<file path="src/rtl/simd_issue_ctrl.sv">
// simd_issue_ctrl: issue front end for the 4-lane SIMD core.
// Holds a host-accessible vector register file. It accepts one instruction
// per valid/ready handshake, presents the snapshotted source vectors to the
// core, and writes the core's registered result back to the destination.
// Optional build macro: SIMD_ILLEGAL_OP_TRAP_EN. When it is defined,
// opcodes above 3'b100 are not issued and raise a sticky err flag.
module simd_issue_ctrl #(
  parameter int unsigned WIDTH = 32,
  parameter int unsigned LANES = 4,
  parameter int unsigned NREGS = 8,
  parameter int unsigned AW    = $clog2(NREGS)
) (
  input  logic                   clk,
  input  logic                   rst,
  input  logic                   instr_valid,
  output logic                   instr_ready,
  input  logic [2:0]             instr_op,
  input  logic [AW-1:0]          instr_dst,
  input  logic [AW-1:0]          instr_srca,
  input  logic [AW-1:0]          instr_srcb,
  input  logic                   rf_we,
  input  logic [AW-1:0]          rf_waddr,
  input  logic [LANES*WIDTH-1:0] rf_wdata,
  input  logic [AW-1:0]          rf_raddr,
  output logic [LANES*WIDTH-1:0] rf_rdata,
  output logic [2:0]             core_opcode,
  output logic [LANES*WIDTH-1:0] core_a,
  output logic [LANES*WIDTH-1:0] core_b,
  input  logic [LANES*WIDTH-1:0] core_r,
  output logic                   busy,
  output logic                   done,
  output logic                   err
);

  localparam int unsigned VW = LANES * WIDTH;

  typedef enum logic [1:0] {
    S_IDLE,
    S_ISSUE,
    S_CAPTURE
  } state_t;

  state_t          state_q, state_d;
  logic [VW-1:0]   vrf_q [NREGS];
  logic [2:0]      opcode_q;
  logic [VW-1:0]   a_q, b_q;
  logic [AW-1:0]   dst_q;
  logic            drop_q;
  logic            done_q;
  logic            accept;
  logic            op_illegal;
  logic            drop_instr;
  logic            wb_en;

  assign accept     = (state_q == S_IDLE) && instr_valid;
  assign op_illegal = (instr_op > 3'b100);

`ifdef SIMD_ILLEGAL_OP_TRAP_EN
  assign drop_instr = op_illegal;
`else
  assign drop_instr = 1'b0;
`endif

  // A dropped instruction still walks the pipeline but never writes back.
  assign wb_en = (state_q == S_CAPTURE) && !drop_q;

  // Next-state logic: fixed three-cycle walk per accepted instruction.
  always_comb begin
    state_d = state_q;
    unique case (state_q)
      S_IDLE:    if (instr_valid) state_d = S_ISSUE;
      S_ISSUE:   state_d = S_CAPTURE;
      S_CAPTURE: state_d = S_IDLE;
      default:   state_d = S_IDLE;
    endcase
  end

  // State register.
  always_ff @(posedge clk or posedge rst) begin
    if (rst) state_q <= S_IDLE;
    else     state_q <= state_d;
  end

  // Snapshot operands at accept; core inputs hold between instructions.
  always_ff @(posedge clk or posedge rst) begin
    if (rst) begin
      opcode_q <= '0;
      a_q      <= '0;
      b_q      <= '0;
      dst_q    <= '0;
      drop_q   <= 1'b0;
    end else if (accept) begin
      dst_q  <= instr_dst;
      drop_q <= drop_instr;
      if (!drop_instr) begin
        opcode_q <= instr_op;
        a_q      <= vrf_q[instr_srca];
        b_q      <= vrf_q[instr_srcb];
      end
    end
  end

  // Register file: host write first so a same-address writeback overrides it.
  always_ff @(posedge clk or posedge rst) begin
    if (rst) begin
      for (int unsigned i = 0; i < NREGS; i++) vrf_q[i] <= '0;
    end else begin
      if (rf_we) vrf_q[rf_waddr] <= rf_wdata;
      if (wb_en) vrf_q[dst_q]    <= core_r;
    end
  end

  // Completion pulse in the cycle after the CAPTURE edge.
  always_ff @(posedge clk or posedge rst) begin
    if (rst) done_q <= 1'b0;
    else     done_q <= (state_q == S_CAPTURE);
  end

`ifdef SIMD_ILLEGAL_OP_TRAP_EN
  logic err_q;

  // Sticky illegal-opcode flag, cleared only by reset.
  always_ff @(posedge clk or posedge rst) begin
    if (rst)                      err_q <= 1'b0;
    else if (accept && op_illegal) err_q <= 1'b1;
  end

  assign err = err_q;
`else
  assign err = 1'b0;
`endif

  assign instr_ready = (state_q == S_IDLE);
  assign busy        = (state_q != S_IDLE);
  assign done        = done_q;
  assign core_opcode = opcode_q;
  assign core_a      = a_q;
  assign core_b      = b_q;
  assign rf_rdata    = vrf_q[rf_raddr];

endmodule

</file>
<file path="config.mk">
export PLATFORM = sky130hd
export DESIGN_NAME = simd_issue_ctrl
export DESIGN_NICKNAME = d
export VERILOG_FILES = /design/src/rtl/simd_issue_ctrl.sv
export SDC_FILE = /design/constraint.sdc
export NUM_CORES = 2
export LEC_CHECK = 0
export CAP_MARGIN = 20
export CORE_ASPECT_RATIO = 0.75
export CORE_MARGIN = 1.5
export CORE_UTILIZATION = 64
export CTS_BUF_LIST = sky130_fd_sc_hd__clkbuf_8 sky130_fd_sc_hd__clkbuf_16
export DETAILED_ROUTE_END_ITERATION = 16
export PLACE_DENSITY = 0.9
export SLEW_MARGIN = 20
export SYNTH_ARGS = -nofsm -noshare
export SYNTH_HDL_FRONTEND = slang
export SYNTH_SLANG_ARGS = --single-unit
</file>
<file path="constraint.sdc">
create_clock -name clk -period 78.5 [get_ports clk]
set_clock_uncertainty 0.15 [all_clocks]
set_input_delay 11.775 -clock clk [delete_from_list [all_inputs] [get_ports clk]]
set_output_delay 11.775 -clock clk [all_outputs]
set_load 0.1 [all_outputs]
</file>
==> qor.csv <==
metric,value,unit
path_clk_slew,0.06,ns
final_max_slew_viol_count,0,
grt_use_total,41.1,%
setup_viol,0,
cts_tree,yes,
period_minus_slack,28.89,ns
seq_area_frac_synth,38.8,%
fin_tns_setup,0,ns
dr_total_vias,62900,
grt.overflow.total,0,
multi_input_area,0.0483,sq mm
portBuffers,667,
grt_pass1_wl,411000,um
tightest_slew,1.27,ns
finalHoldViolCount,0,
grt_pass1_vias,64600,
cts_buffers,136,
yosys-top-cells-area,"dfrtp_1 (39%), mux2_2 (32%), mux4_2 (6.9%), mux2i_1 (6.2%), mux2_1 (4.9%)",
syn-cell-area,0.0831,sq mm
synth-main-ff-cell,dfrtp_1,
crit_path_end_kind,output port,
grt_antenna_before_repair,58,
hold_path.class,flip-flop to flip-flop,
irDropWorstVdd,35.7,uV
drt_drc_violations_left,0,
cts_max_path_buffers,3,
finalWirelength,276000,um
p_leak,39.0,nW
hold_depth,2,
crit_path_start_kind,primary input,
ys_warn_count,0,
synth_edf_count,0,
relSlewSlack,15.6,%
cts_resized,0,
drive_above_1_share,43.2,%
yosysMostFrequentCell,mux2_2,
ys_types,27,
synth_top_area_share,38.8,%
r2r.worst_path.cells,5,
worstPathMaxFanout,46,
worstPathArrival,16.97,ns
ys_async_sr_fraction,100,%
power.density,40.2,mW/mm^2
final.period_utilization,36.8,%
dr.pass1.iters,8,
drt-initial-drc-count,7442,
drv_cap,0,
rsz0062_at_grt,false,
dp_hpwl,151000,um
cp_data_required_time,66.57,ns
via_per_inst,7.31,
initial_utilization,64.5,%
critPathKind,primary input to output port,
dieArea,0.132,sq mm
post_synth.cell_area_avg,13.0,sq um
final_core_utilization,73.7,%
numClockSinks,1289,
regArea,0.0323,sq mm
drtAntennaViolNets,0,
ys_seq_elements,1289,
syn2layout_area_growth,14.3,%
fmax,34.6,MHz
synth.largest_area_cell,dfrtp_1,
syn_inst,6392,
fp-row-count,114,
gp_congestion,0.903,
insertion_delay,0.78,ns
cts_hold_buf,0,
fill_cells,8037,
syn_nets,6670,
cts.htree.levels,4,
yosys-top-cells-count,"mux2_2 (2,333), dfrtp_1 (1,289), mux2i_1 (512)",
grt_max_degree,184,
ios,669,
coreArea,0.129,sq mm
root_buffer,clkbuf_16,
post_cts_buffers,0,
fp.dieW,419,um
wl_per_cell,32.0,um
fp.dieH,315,um
finalNetCount,6994,
outcome,"finished, final reports clean",
-- worst paths after layout --
check | start | to | slack [ns]
setup / recovery | rf_raddr[0] | rf_rdata[37] | 49.61
hold / removal | core_b[19] | core_b[19] | 0.32
setup reg to reg | state_q[1] | vrf_q[637] | 74.39
hold reg to reg | core_b[19] | core_b[19] | 0.32
max in group asynchronous | rst | vrf_q[708] | 62.18
min in group asynchronous | rst | vrf_q[518] | 11.38
-- cell usage in the layout, fill, tap and decap left out, drive strengths merged, types with 2 or more instances in the layout --
master / n
nand4b: 3
clkinv: 27
dfrtp: 1289
mux2: 2694
a22o: 256
nand3: 2
diode: 50
buf: 116
nand2: 264
inv: 31
nand2b: 2
clkdlybuf4s50: 650
mux2i: 512
clkinvlp: 5
and4bb: 3
nor2: 4
o31ai: 256
o22ai: 256
nor2b: 6
bufinv: 7
mux4: 256
clkbuf: 174
-- metrics by stage --
| step | worst slack, ns | hold slack [ns] | cells | area (sq um) | power (W) |
|---|---|---|---|---|---|
| CTS | 49.62 | 0.330 | 8558 | 94900 | 0.00379 |
| detailed placement | 49.61 | 0.316 | 8317 | 90300 | 0.00310 |
| floorplan | 30.25 | 0.307 | 6392 | 83100 | 0.00263 |
| finish | 49.61 | 0.324 | 8609 | 95000 | 0.00382 |
| global route | 49.30 | 0.342 | 8603 | 95000 | 0.00395 |
| global placement | 49.73 | 0.310 | 8317 | 90300 | 0.00302 |
-- sequential cells by signal (all words and copies together) (netlist names) --
signal / cells
core_opcode: 3
vrf_q: 1024
core_b: 128
state_q: 2
dst_q: 3
done: 1
core_a: 128
-- final cells by class --
cell class                      instances  area share (%)
Tap cell                             1740            2.29
Inverter                                3          0.0198
Antenna cell                           50           0.132
Clock buffer                          174            4.24
Multi-Input combinational cell       4520            50.9
Sequential cell                      1289            34.0
Clock inverter                         67           0.577
Timing Repair Buffer                  766            7.92
-- critical path, stage by stage --
cell and delay (ns):
buf_8 0.40, buf_4 0.92, buf_4 0.88, buf_4 0.82, mux4_2 0.61, mux2_2 0.29, clkdlybuf4s50_1 1.04
-- metal layers --
layer  global-route usage, %  vias to the layer above  part of all wire, %
met5                       0                        -                0.055
met4                    30.8                       26                  7.4
met3                    10.7                     1198                   10
met2                    62.9                     4491                   46
met1                    50.2                    31800                   36
li1                        -                    25400                    -
-- logic make-up after synthesis --
group	Yosys count	share of synthesized area, %
muxes	3462	49.6
DFF	1289	38.8
AOI/OAI and AO/OA	768	6.94
buffers and inverters	583	3.24
and+or+nand+nor	289	1.41
other	1	0.00451
-- where the power goes --
part           total, W  leakage (nW)  internal, W  switching [W]
Sequential      0.00125          15.1     0.000949       0.000300
Combinational   0.00190          21.5     0.000792        0.00110
Clock          0.000673          2.36     0.000384       0.000288
(Power assumes the default switching activity.)
